File: src/rtl/katio_alu_pkg.sv
// ============================================================================
// Module      : katio_alu_pkg
// Description : Opcode encoding and shift carry-out helper for katio_alu_pipe.
// Revision    : 1.0 - initial release
// ============================================================================
`default_nettype none

package katio_alu_pkg;

    localparam int OPW = 4;

    localparam logic [OPW-1:0] OP_AND    = 4'd0;
    localparam logic [OPW-1:0] OP_OR     = 4'd1;
    localparam logic [OPW-1:0] OP_NAND   = 4'd2;
    localparam logic [OPW-1:0] OP_NOR    = 4'd3;
    localparam logic [OPW-1:0] OP_EXOR   = 4'd4;
    localparam logic [OPW-1:0] OP_NOT    = 4'd5;
    localparam logic [OPW-1:0] OP_ADD    = 4'd6;
    localparam logic [OPW-1:0] OP_SUB    = 4'd7;
    localparam logic [OPW-1:0] OP_SHL    = 4'd8;
    localparam logic [OPW-1:0] OP_SHR    = 4'd9;
    localparam logic [OPW-1:0] OP_ACC    = 4'd10;
    localparam logic [OPW-1:0] OP_CLRACC = 4'd11;

    // Last bit pushed out by a shift of 'amt' places on a 'width'-bit value.
    // Amounts beyond the width (possible when width is not a power of two)
    // only shift out zeros, so the carry is 0 there.
    function automatic logic shift_carry(
        input logic [63:0] val,
        input logic [31:0] amt,
        input logic [31:0] width,
        input logic        dir_left
    );
        logic [5:0] idx;
        logic       c;
        c   = 1'b0;
        idx = '0;
        if ((amt != 32'd0) && (amt <= width)) begin
            idx = dir_left ? 6'(width - amt) : 6'(amt - 32'd1);
            c   = val[idx];
        end
        return c;
    endfunction

endpackage

`default_nettype wire

File: src/rtl/katio_alu_core.sv
// ============================================================================
// Module      : katio_alu_core
// Description : Combinational ALU datapath (gates, add/sub, shifts, optional
//               accumulator ops when KATIO_ALU_ACC_EN is defined).
// Revision    : 1.0 - initial release
// ============================================================================
`default_nettype none

module katio_alu_core
    import katio_alu_pkg::*;
#(
    parameter int WIDTH = 8,
    parameter int SHW   = $clog2(WIDTH)
) (
    input  logic [OPW-1:0]   i_op,
    input  logic [WIDTH-1:0] i_a,
    input  logic [WIDTH-1:0] i_b,
`ifdef KATIO_ALU_ACC_EN
    input  logic [WIDTH-1:0] i_acc,
`endif
    output logic [WIDTH-1:0] o_y,
    output logic             o_carry,
    output logic             o_err
);

    logic [WIDTH:0]   w_add;
    logic [SHW-1:0]   w_shamt;
`ifdef KATIO_ALU_ACC_EN
    logic [WIDTH:0]   w_acc_sum;
    assign w_acc_sum = {1'b0, i_acc} + {1'b0, i_a};
`endif

    assign w_add   = {1'b0, i_a} + {1'b0, i_b};
    assign w_shamt = i_b[SHW-1:0];

    always_comb begin
        o_y     = '0;
        o_carry = 1'b0;
        o_err   = 1'b0;
        case (i_op)
            OP_AND:  o_y = i_a & i_b;
            OP_OR:   o_y = i_a | i_b;
            OP_NAND: o_y = ~(i_a & i_b);
            OP_NOR:  o_y = ~(i_a | i_b);
            OP_EXOR: o_y = i_a ^ i_b;
            OP_NOT:  o_y = ~i_a;
            OP_ADD:  {o_carry, o_y} = w_add;
            OP_SUB: begin
                o_y     = i_a - i_b;
                o_carry = (i_a >= i_b);
            end
            OP_SHL: begin
                o_y     = i_a << w_shamt;
                o_carry = shift_carry(64'(i_a), 32'(w_shamt), 32'(WIDTH), 1'b1);
            end
            OP_SHR: begin
                o_y     = i_a >> w_shamt;
                o_carry = shift_carry(64'(i_a), 32'(w_shamt), 32'(WIDTH), 1'b0);
            end
`ifdef KATIO_ALU_ACC_EN
            OP_ACC:    {o_carry, o_y} = w_acc_sum;
            OP_CLRACC: o_y = '0;
`endif
            default: o_err = 1'b1;
        endcase
    end

endmodule

`default_nettype wire

File: src/rtl/katio_alu_pipe.sv
// ============================================================================
// Module      : katio_alu_pipe
// Description : Two-stage valid/ready pipelined ALU. Optional accumulator
//               (ops ACC/CLRACC) is built when KATIO_ALU_ACC_EN is defined.
// Revision    : 1.0 - initial release
// ============================================================================
`default_nettype none

module katio_alu_pipe
    import katio_alu_pkg::*;
#(
    parameter int WIDTH = 8
) (
    input  logic             clk,
    input  logic             rst,
    input  logic             in_valid,
    output logic             in_ready,
    input  logic [OPW-1:0]   op,
    input  logic [WIDTH-1:0] a,
    input  logic [WIDTH-1:0] b,
    output logic             out_valid,
    input  logic             out_ready,
    output logic [WIDTH-1:0] y,
    output logic             carry,
    output logic             zero,
    output logic             err
);

    localparam int SHW = $clog2(WIDTH);

    logic             r_s1_valid_q, w_s1_valid_d;
    logic [OPW-1:0]   r_s1_op_q,    w_s1_op_d;
    logic [WIDTH-1:0] r_s1_a_q,     w_s1_a_d;
    logic [WIDTH-1:0] r_s1_b_q,     w_s1_b_d;
    logic             r_s2_valid_q, w_s2_valid_d;
    logic [WIDTH-1:0] r_y_q,        w_y_d;
    logic             r_carry_q,    w_carry_d;
    logic             r_zero_q,     w_zero_d;
    logic             r_err_q,      w_err_d;

    logic             w_adv1;
    logic             w_adv2;
    logic             w_accept;
    logic [WIDTH-1:0] w_core_y;
    logic             w_core_carry;
    logic             w_core_err;

`ifdef KATIO_ALU_ACC_EN
    logic [WIDTH-1:0] r_acc_q, w_acc_d;
`endif

    katio_alu_core #(
        .WIDTH (WIDTH),
        .SHW   (SHW)
    ) u_core (
        .i_op    (r_s1_op_q),
        .i_a     (r_s1_a_q),
        .i_b     (r_s1_b_q),
`ifdef KATIO_ALU_ACC_EN
        .i_acc   (r_acc_q),
`endif
        .o_y     (w_core_y),
        .o_carry (w_core_carry),
        .o_err   (w_core_err)
    );

    assign w_adv2   = !r_s2_valid_q || out_ready;
    assign w_adv1   = !r_s1_valid_q || w_adv2;
    // rst gating keeps the port low while reset is held; no in_valid path.
    assign in_ready = w_adv1 && !rst;
    assign w_accept = in_valid && in_ready;

    always_comb begin
        w_s1_valid_d = r_s1_valid_q;
        w_s1_op_d    = r_s1_op_q;
        w_s1_a_d     = r_s1_a_q;
        w_s1_b_d     = r_s1_b_q;
        w_s2_valid_d = r_s2_valid_q;
        w_y_d        = r_y_q;
        w_carry_d    = r_carry_q;
        w_zero_d     = r_zero_q;
        w_err_d      = r_err_q;
`ifdef KATIO_ALU_ACC_EN
        w_acc_d      = r_acc_q;
`endif
        if (w_adv1) begin
            w_s1_valid_d = w_accept;
        end
        if (w_accept) begin
            w_s1_op_d = op;
            w_s1_a_d  = a;
            w_s1_b_d  = b;
        end
        if (w_adv2) begin
            w_s2_valid_d = r_s1_valid_q;
            if (r_s1_valid_q) begin
                w_y_d     = w_core_y;
                w_carry_d = w_core_carry;
                w_zero_d  = (w_core_y == '0);
                w_err_d   = w_core_err;
`ifdef KATIO_ALU_ACC_EN
                // Commit only on the S1->S2 move so a stalled beat adds once.
                if (r_s1_op_q == OP_ACC) begin
                    w_acc_d = w_core_y;
                end else if (r_s1_op_q == OP_CLRACC) begin
                    w_acc_d = '0;
                end
`endif
            end
        end
    end

    always_ff @(posedge clk) begin
        if (rst) begin
            r_s1_valid_q <= 1'b0;
            r_s1_op_q    <= '0;
            r_s1_a_q     <= '0;
            r_s1_b_q     <= '0;
            r_s2_valid_q <= 1'b0;
            r_y_q        <= '0;
            r_carry_q    <= 1'b0;
            r_zero_q     <= 1'b0;
            r_err_q      <= 1'b0;
`ifdef KATIO_ALU_ACC_EN
            r_acc_q      <= '0;
`endif
        end else begin
            r_s1_valid_q <= w_s1_valid_d;
            r_s1_op_q    <= w_s1_op_d;
            r_s1_a_q     <= w_s1_a_d;
            r_s1_b_q     <= w_s1_b_d;
            r_s2_valid_q <= w_s2_valid_d;
            r_y_q        <= w_y_d;
            r_carry_q    <= w_carry_d;
            r_zero_q     <= w_zero_d;
            r_err_q      <= w_err_d;
`ifdef KATIO_ALU_ACC_EN
            r_acc_q      <= w_acc_d;
`endif
        end
    end

    assign out_valid = r_s2_valid_q;
    assign y         = r_y_q;
    assign carry     = r_carry_q;
    assign zero      = r_zero_q;
    assign err       = r_err_q;

endmodule

`default_nettype wire

File: config.mk
export PLATFORM = sky130hd
export DESIGN_NAME = katio_alu_pipe
export DESIGN_NICKNAME = d
export VERILOG_FILES = /design/src/rtl/katio_alu_pkg.sv /design/src/rtl/katio_alu_core.sv /design/src/rtl/katio_alu_pipe.sv
export SDC_FILE = /design/constraint.sdc
export NUM_CORES = 1
export LEC_CHECK = 0
export ABC_CLOCK_PERIOD_IN_PS = 3900
export BUFFER_PORTS_ARGS = -buffer_cell sky130_fd_sc_hd__buf_4
export CAP_MARGIN = 30
export CORE_MARGIN = 5
export CORE_UTILIZATION = 50
export DETAILED_ROUTE_END_ITERATION = 12
export HOLD_SLACK_MARGIN = 0.03
export PLACE_DENSITY = 0.7
export SLEW_MARGIN = 10
export SYNTH_ARGS = -nofsm -noshare
export SYNTH_HDL_FRONTEND = slang
export SYNTH_SLANG_ARGS = --single-unit
File: constraint.sdc
create_clock -name clk -period 3.9 [get_ports clk]
set_clock_uncertainty 0.15 [all_clocks]
set_input_delay 1.17 -clock clk [delete_from_list [all_inputs] [get_ports clk]]
set_output_delay 1.17 -clock clk [all_outputs]
set_load 0.01 [all_outputs]
==> results of run 1 <==
-- logic make-up after synthesis --
kind of cell | count (synthesis) | synth area share [%]
adder cells (fa/ha/maj) | 30 | 11.88
multiplexers | 26 | 13.44
flip-flops | 33 | 20.11
buffers and inverters | 60 | 7.616
XOR/XNOR | 8 | 2.133
AO/OA/AOI/OAI | 113 | 25.10
AND/OR/NAND/NOR | 130 | 19.73
-- routing by layer --
metal | wire (um) | part of all wire, % | vias to the layer above
li1 | - | - | 1514
met1 | 4214 | 47 | 1496
met2 | 3906 | 43 | 131
met3 | 591 | 6.5 | 24
met4 | 325 | 3.6 | 0
met5 | 0 | 0 | -
-- critical path: stages --
cell	delay, ns
buf_4	0.11
nor2b_1	0.23
a21oi_1	0.15
buf_4	0.17
-- placed cells by master (no fill, tap or decap), types with 3 or more instances in the layout --
master    instances
nand3_1          10
mux4_1            3
buf_4            44
inv_1            27
o21bai_1          3
o31ai_1          23
mux2_2            5
nor4_1            5
nand2_1          41
o211ai_1          4
ha_1             28
a22o_1            3
a211oi_1          5
nor2b_1           8
nor2_1           31
clkbuf_8          7
nor3b_1           3
dfxtp_1          33
o21ai_0           8
a31oi_1           5
a211o_1           3
xnor2_1           7
a221oi_1          3
and3_1            3
nor3_1            6
mux2i_1           7
a21oi_1          25
nand2b_1          9
mux4_2           10
o311ai_0          4
-- per-stage QoR --
stage	total power [uW]	hold slack, ns	instances
after global routing	1148	0.3315	499
after detailed placement	795.8	0.3105	491
after CTS	1083	0.3192	499
after floorplan	684.5	0.3261	400
final	1082	0.3145	499
after global placement	785.3	0.2936	490
-- area by class of cell --
| class | count | share of cell area, % |
|---|---|---|
| multi-input combinational | 307 | 64.40 |
| sequential | 33 | 17.92 |
| tap | 77 | 2.613 |
| timing repair buffer | 45 | 9.365 |
| clock buffer | 7 | 2.613 |
| clock inverter | 1 | 0.1357 |
| inverter | 29 | 2.952 |
-- power by group --
group | leakage (uW) | switching, uW | total (uW) | internal [uW]
logic | 0.00120 | 208 | 387 | 179
registers | 0.000272 | 47.9 | 409 | 361
clock network | 0.0000542 | 126 | 286 | 160
total | 0.00153 | 382 | 1080 | 699
-- registers in the layout, summed over array words and instances, names as in the netlist --
register,count
carry,1
err,1
out_valid,1
r_s1_a_q,8
r_s1_b_q,8
r_s1_op_q,4
r_s1_valid_q,1
y,8
zero,1
-- path summary, 6_finish.rpt --
check | slack [ns] | depth (start not counted) | from | end
hold / removal | 0.31 | 2 | err | err
setup reg to reg | 0.77 | 9 | r_s1_b_q[0] | zero
setup / recovery | 0.76 | 4 | out_ready | in_ready
hold reg to reg | 0.31 | 2 | err | err
==> flow_metrics.py, run 1 <==
metrics = {
    "synth": {
        "yosys_warnings": 0,
        "syn_inst": 400,
        "ys_types": 69,
        "synth_edf_count": 0,
        "yosysSeqAreaShare_pct": 20.11,
        "synth_top_area_share_pct": 20.11,
        "syn_avg_cell_area_sq_um": 8.214,
        "synth_area_leaders": "dfxtp_1 (20%), ha_1 (11%), mux4_2 (6.9%)",
        "yosysMostFrequentCell": "nand2_1",
        "syn_area_sq_mm": 0.003286,
        "yosysTopAreaCell": "dfxtp_1",
        "synthArstFlopShare_pct": 0,
        "ys_ff_latch": 33,
        "synth_nets": 454,
        "yosys-top-cells-count": "nand2_1 (41), dfxtp_1 (33), nor2_1 (31)",
        "ys.flop_type": "dfxtp_1",
    },
    "global_routing": {
        "grt-ovfl-total": 0,
        "met3_usage_pct": 4.876,
        "use_met1_pct": 29.81,
        "grtUsageMet2_pct": 33.11,
        "antenna_found_initial": 0,
        "grt_use_total_pct": 21.80,
        "grt_start_max_net_pins": 31,
        "grt-busiest-layer": "met2",
        "grt_pass1_wl_um": 15230,
        "first_global_vias": 3086,
    },
    "sta": {
        "finalSetupViolations": 0,
        "hold_viol": 0,
        "final.setup.tns_ns": 0,
        "slew_viol_final": 0,
        "worstMarginPinSlew_ns": 0.8093,
        "max_freq_ghz": 0.3181,
        "final.min_clock_period_ns": 3.143,
        "period_share_pct": 80.59,
        "slew_headroom_pct": 45.36,
        "rsz0062_at_grt": "false",
        "setup_slack_ns": 0.7568,
    },
    "cells_and_area": {
        "design_area_sq_mm": 0.003687,
        "drive_above_1_share_pct": 18.01,
        "multi_input_area_sq_mm": 0.002375,
        "nNetsFinal": 475,
        "diodes": 0,
        "fillers": 618,
        "seq_area_sq_um": 660.6,
        "syn2layout_area_growth_pct": 12.22,
        "utilization_pct": 57.74,
    },
    "route": {
        "drt-vias-per-instance": 6.343,
        "ant_nets": 0,
        "wl_per_cell_um": 18.11,
        "num_vias": 3165,
        "dr.pass1.iters": 5,
        "dr.first_iter.drc_count": 266,
        "drc_errors": 0,
        "drt-total-wl_um": 9039,
    },
    "clock_network": {
        "cts-hold-fix-buffers": 0,
        "cts_resized": 0,
        "cts_sinks": 33,
        "cts_tree": "built",
        "cts_buffer_depth": 2,
        "clkSlewWorstSetupHoldPaths_ns": 0.06,
        "post_cts_buffers": 0,
        "cts_made_buffers": 5,
        "root_buffer": "clkbuf_8",
        "ctsHtreeMaxLevel": 2,
        "clock_latency_ns": 0.28,
    },
    "setup_path": {
        "end_kind": "output port",
        "worstSetupPathType": "in2out",
        "worst_ep_arrival_time_ns": 1.82,
        "cp_max_fo": 5,
        "critPathLaunchType": "input pin",
        "crit_required_ns": 2.58,
    },
    "floorplan": {
        "fp-row-count": 29,
        "die_width_um": 91.07,
        "die_area_sq_mm": 0.008293,
        "ioPinCount": 37,
        "die_h_um": 91.07,
        "coreArea_sq_mm": 0.006386,
        "start_util_pct": 51.45,
    },
    "pwr": {
        "irDropWorstVdd_v": 0.0001892,
        "power_density_mw_per_mm2": 293.3,
        "p_leak_uw": 0.001526,
    },
    "place": {
        "pre_cts_ws_ns": 0.7654,
        "hpwl_um": 6753,
        "place_congestion": 0.9465,
        "io_buffers": 36,
        "placed_area_sq_mm": 0.003586,
    },
    "hold_path": {
        "hp-class": "reg2reg",
    },
    "status": {
        "status": "finished, final reports clean",
    },
    "job": {
        "cap_violations": 0,
    },
}
Power figures use the tool's default switching activity.
==> run 2: changes to the inputs <==
- ABC_CLOCK_PERIOD_IN_PS: 3900 -> 2700
- PLACE_DENSITY: 0.7 -> 0.73
- clock period: 3.9 -> 2.7 ns (I/O delays scaled with it)
==> run 2 against run 1 <==
  * Critical path depth is 7 higher
  * Sequential share of layout area down 0.97 points
  * Worst hold slack got worse by 0.0023 ns
  * Routed wire length increased by 5.9%
  * Sequential cell count stayed put
  * Via count rose by 3.8%
  * Power grew 47%
  * Sequential power is 35% higher
  * Final area up 6.3%
  * Critical endpoint is now zero
  * Largest power group is now combinational logic
  * Highest routed layer unchanged
==> flow_metrics.py, run 2 (synthesis gave the netlist of run 1 again) <==
metrics = {
    "status": {
        "status": "finished, final reports clean",
    },
    "setup_path": {
        "cpMostUsedCell": "inv_1",
        "crit_required_ns": 2.76,
        "worst_ep_arrival_time_ns": 2.60,
        "path_buf_inv": 2,
        "timing.rr.start": "r_s1_a_q[0]",
        "critPathLaunchType": "flop",
        "startpoint": "r_s1_a_q[0]",
        "worst_path_largest_cell_delay_ns": 0.37,
        "crit_family": "adder cells",
        "crit_chain": "inv_1, ha_1, inv_1, fa_1, nand2b_1, o2bb2ai_2, xnor2_1, o21bai_1, nor4b_2, nand4_1, o32ai_2",
        "worstSetupPathType": "reg2reg",
        "cp_max_fo": 3,
        "end_kind": "flop",
        "slowest_stage": "fa_1",
    },
    "route": {
        "drt-vias-per-instance": 6.235,
        "drc_errors": 0,
        "drt-total-wl_um": 9570,
        "dr.first_iter.drc_count": 277,
        "ant_nets": 0,
        "wl_per_cell_um": 18.16,
        "dr.pass1.iters": 5,
        "num_vias": 3286,
    },
    "job": {
        "cap_violations": 0,
    },
    "floorplan": {
        "die_width_um": 91.07,
        "fp-row-count": 29,
        "ioPinCount": 37,
        "start_util_pct": 51.45,
        "coreArea_sq_mm": 0.006386,
        "die_h_um": 91.07,
        "die_area_sq_mm": 0.008293,
    },
    "pwr": {
        "internal_power_uw": 1006,
        "swShare_pct": 36.66,
        "p_leak_uw": 0.001661,
        "irDropWorstVdd_v": 0.0003398,
        "p_comb_share_pct": 41.9,
        "power_density_mw_per_mm2": 405.3,
        "clkPwrFrac_pct": 23.2,
        "power.switching_uw": 582.4,
        "p_seq_share_pct": 34.9,
    },
    "sta": {
        "slew_viol_final": 0,
        "hold_viol": 0,
        "period_share_pct": 93.85,
        "rsz0062_at_grt": "false",
        "max_freq_ghz": 0.3947,
        "worstMarginPinSlew_ns": 0.8920,
        "final.min_clock_period_ns": 2.534,
        "finalSetupViolations": 0,
        "slew_headroom_pct": 39.78,
        "final.setup.tns_ns": 0,
    },
    "global_routing": {
        "grt_start_max_net_pins": 38,
        "first_global_vias": 3097,
        "grt_pass1_wl_um": 15610,
        "grt_use_total_pct": 22.87,
        "grt-ovfl-total": 0,
        "antenna_found_initial": 0,
    },
    "place": {
        "hpwl_um": 7430,
        "placed_area_sq_mm": 0.003806,
        "io_buffers": 36,
        "place_congestion": 1.023,
    },
    "clock_network": {
        "cts_tree": "built",
        "cts_sinks": 33,
        "cts-hold-fix-buffers": 0,
        "clkSlewWorstSetupHoldPaths_ns": 0.07,
        "cts_made_buffers": 5,
        "clock_latency_ns": 0.29,
        "root_buffer": "clkbuf_8",
        "cts_buffer_depth": 2,
        "ctsHtreeMaxLevel": 2,
    },
    "cells_and_area": {
        "diodes": 0,
        "syn2layout_area_growth_pct": 19.31,
        "final_cell_mix": "buf_4 (72), nand2_1 (41), nor2_1 (31)",
        "design_area_sq_mm": 0.003920,
        "fillers": 573,
        "nNetsFinal": 503,
        "mostFrequentLayoutCell": "buf_4",
        "drive_above_1_share_pct": 24.67,
        "seq_area_sq_um": 664.4,
        "multi_input_area_sq_mm": 0.002407,
    },
    "hold_path": {
        "hp-class": "reg2reg",
        "hp-start": "err",
    },
}
[run 2: cell count changes in the layout (fill, tap and decap cells not counted), sizes merged]
cell	previous run	this run
buf	45	73
clkinv	2	3
clkbuf	7	6
[run 2: worst register-to-register path: stages, from the launching register on]
cell       delay, ns
dfxtp_1         0.33
inv_1           0.12
ha_1            0.19
inv_1           0.06
fa_1            0.37
nand2b_1        0.13
o2bb2ai_2       0.15
xnor2_1         0.17
o21bai_1        0.15
nor4b_2         0.29
nand4_1         0.14
o32ai_2         0.20
[run 2: metrics by stage]
| step | std cells | util [%] | setup slack, ns | hold slack (ns) | power, uW |
|---|---|---|---|---|---|
| after global routing | 527 | 61.38 | 0.02213 | 0.3618 | 1677 |
| after floorplan | 400 | - | 0.03179 | 0.3261 | 992.6 |
| after CTS | 526 | 60.89 | 0.1194 | 0.3123 | 1574 |
| after global placement | 518 | 59.60 | 0.2220 | 0.2948 | 1192 |
| after detailed placement | 518 | 59.60 | 0.1555 | 0.3052 | 1206 |
| final | 527 | 61.38 | 0.1662 | 0.3122 | 1589 |
[run 2: power groups by stage]
stage	registers [uW]	logic, uW	clock network, uW
CTS	553	644	377
detailed placement	565	641	0
finish	554	666	369
global route	559	722	396
global placement	561	631	0
floorplan	567	425	0
[run 2: final timing paths]
| kind | end | slack [ns] | depth (start not counted) |
|---|---|---|---|
| hold / removal | err | 0.31 | 2 |
| setup / recovery | zero | 0.17 | 11 |
| setup reg to reg | zero | 0.17 | 11 |
| hold reg to reg | err | 0.31 | 2 |
[run 2: what timing repair did]
action                                  in CTS  in global routing
endpoints found under the setup margin       0                  2
gates resized for setup                      0                  7
setup buffers                                0                  1
[run 2: routing by layer]
| layer | share of wire, % | vias to the layer above | routed length [um] | global-route usage (%) |
|---|---|---|---|---|
| li1 | - | 1566 | - | - |
| met1 | 45 | 1545 | 4284 | 32.28 |
| met2 | 44 | 150 | 4199 | 34.13 |
| met3 | 7.8 | 25 | 749 | 4.545 |
| met4 | 3.5 | 0 | 336 | 9.169 |
| met5 | 0 | - | 0 | 0 |
[run 2: cell type report]
cell class	count	share of cell area, %
clock buffers	6	1.851
clock inverters	2	0.2553
inverters	29	2.777
multi-input cells	307	61.41
flip-flops and latches	33	16.95
well taps	77	2.458
repair buffers	73	14.30
==> run 3: changes to the inputs <==
- CORE_UTILIZATION: 50 -> 35
- PLACE_DENSITY: 0.73 -> not set
==> run 3 against run 2 <==
  * Global-route usage shrank 4.7 points
  * Combinational power grew 3.6%
  * Via count shrank 0.73%
  * Critical path depth shrank 2
  * First-iteration DRC count shrank 2.5%
  * Worst hold slack gained 0.00098 ns
  * Setup slack lost 0.018 ns
  * Die area grew 38%
  * Sequential power is essentially flat
  * Power grew 5.0%
  * Sequential cell count is the same
  * Sequential share of layout area shrank 0.48 points
==> flow_metrics.py, run 3 (synthesis gave the netlist of run 1 again) <==
metrics = {
    "cells_and_area": {
        "syn2layout_area_growth_pct": 23.23,
        "seq_area_sq_um": 666.9,
        "nNetsFinal": 510,
        "multi_input_area_sq_mm": 0.002420,
        "fillers": 899,
        "diodes": 0,
        "mostFrequentLayoutCell": "buf_4",
        "final_cell_mix": "buf_4 (79), nand2_1 (41), nor2_1 (31)",
        "design_area_sq_mm": 0.004049,
        "drive_above_1_share_pct": 26.70,
    },
    "sta": {
        "max_freq_ghz": 0.3919,
        "final.setup.tns_ns": 0,
        "period_share_pct": 94.50,
        "rsz0062_at_grt": "false",
        "final.min_clock_period_ns": 2.551,
        "setup_slack_ns": 0.1486,
        "slew_viol_final": 0,
        "finalSetupViolations": 0,
        "hold_viol": 0,
        "slew_headroom_pct": 48.42,
        "worstMarginPinSlew_ns": 0.7640,
    },
    "floorplan": {
        "die_h_um": 106.9,
        "die_width_um": 106.9,
        "die_area_sq_mm": 0.01143,
        "start_util_pct": 35.73,
        "ioPinCount": 37,
        "fp-row-count": 35,
        "coreArea_sq_mm": 0.009196,
    },
    "hold_path": {
        "hp-class": "reg2reg",
        "worstHoldEndpoint": "err",
        "hp-start": "err",
        "whs_path_depth": 2,
    },
    "clock_network": {
        "root_buffer": "clkbuf_8",
        "ctsHtreeMaxLevel": 2,
        "clock_latency_ns": 0.29,
        "clkSlewWorstSetupHoldPaths_ns": 0.08,
        "cts_sinks": 33,
        "cts_made_buffers": 5,
        "cts_buffer_depth": 2,
        "cts-hold-fix-buffers": 0,
        "cts_tree": "built",
    },
    "place": {
        "place_congestion": 0.9632,
        "hpwl_um": 7878,
        "placed_area_sq_mm": 0.003901,
        "pre_cts_ws_ns": 0.05601,
        "io_buffers": 36,
    },
    "route": {
        "drt-vias-per-instance": 5.743,
        "drt-total-wl_um": 10360,
        "ant_nets": 0,
        "dr.pass1.iters": 5,
        "num_vias": 3262,
        "drc_errors": 0,
        "wl_per_cell_um": 18.24,
        "dr.first_iter.drc_count": 270,
    },
    "pwr": {
        "total_power_uw": 1669,
        "p_leak_uw": 0.001706,
        "irDropWorstVdd_v": 0.0002024,
        "power_density_mw_per_mm2": 412.1,
    },
    "setup_path": {
        "worst_ep_arrival_time_ns": 2.60,
        "worst_path_largest_cell_delay_ns": 0.38,
        "cp.depth": 9,
        "ff2ff_path_depth": 9,
        "path_buf_inv": 1,
        "cp_max_fo": 4,
        "critPathLaunchType": "flop",
        "crit_family": "compound AO/OA/AOI/OAI gates",
        "crit_chain": "inv_1, ha_1, a21o_1, a21oi_1, a2bb2oi_1, xnor2_1, o221a_2, nand4_1, o32ai_2",
        "slowest_stage": "dfxtp_2",
        "timing.rr.start": "r_s1_b_q[1]",
        "end_kind": "flop",
        "reg2reg_to": "zero",
        "crit_required_ns": 2.75,
        "r2r_setup_slack_ns": 0.15,
        "worstSetupPathType": "reg2reg",
    },
    "job": {
        "cap_violations": 0,
    },
    "global_routing": {
        "antenna_found_initial": 0,
        "grt_pass1_wl_um": 16640,
        "grt-ovfl-total": 0,
        "grt_use_total_pct": 18.15,
        "grt_start_max_net_pins": 38,
        "first_global_vias": 3168,
    },
    "status": {
        "status": "finished, final reports clean",
    },
}
run 3: cell types whose count changed in the layout (fill, tap and decap cells not counted), sizes merged:
| cell | previous run | this run |
|---|---|---|
| clkinv | 3 | 2 |
| buf | 73 | 80 |
| clkbuf | 6 | 7 |
run 3: worst max-delay path by stage:
stage                     slack [ns]         from  endpoint
after floorplan                 0.03  r_s1_b_q[2]      zero
after global placement           0.1  r_s1_a_q[1]      zero
after detailed placement        0.06  r_s1_a_q[1]      zero
after CTS                       0.03  r_s1_b_q[1]      zero
after global routing           0.006  r_s1_b_q[1]      zero
final                           0.15  r_s1_b_q[1]      zero
run 3: layer usage:
layer	global-route usage [%]	wire length (um)
met4	5.753	324
met2	29.14	4645
met1	25.03	4725
met5	0	0
met3	2.769	663
run 3: what timing repair did:
action	4_1_cts	5_1_grt
pin swaps	0	2
resized for setup	1	10
endpoints found under the setup margin	1	2
buffers inserted	0	1
run 3: layout make-up:
cell class,instances,area share (%)
Clock buffer,7,2.379
Clock inverter,1,0.1236
Inverter,29,2.688
Multi-Input combinational cell,307,59.77
Sequential cell,33,16.47
Tap cell,111,3.430
Timing Repair Buffer,80,15.14
run 3: report_power, final:
part / switching (uW) / total (uW) / internal [uW]
combinational: 376 / 690 / 314
sequential: 30.3 / 552 / 522
clock: 196 / 427 / 231
run 3: stage by stage:
stage / instances / hold slack (ns) / util [%]
after floorplan: 400 / 0.3261 / -
after global placement: 559 / 0.2992 / 42.42
after detailed placement: 559 / 0.3025 / 42.42
after CTS: 567 / 0.3126 / 43.54
after global routing: 568 / 0.3607 / 44.03
final: 568 / 0.3132 / 44.03
run 3: worst register-to-register path: stages, from the launching register on:
cell	delay, ns
dfxtp_2	0.38
inv_1	0.12
ha_1	0.35
a21o_1	0.18
a21oi_1	0.27
a2bb2oi_1	0.25
xnor2_1	0.19
o221a_2	0.27
nand4_1	0.11
o32ai_2	0.20
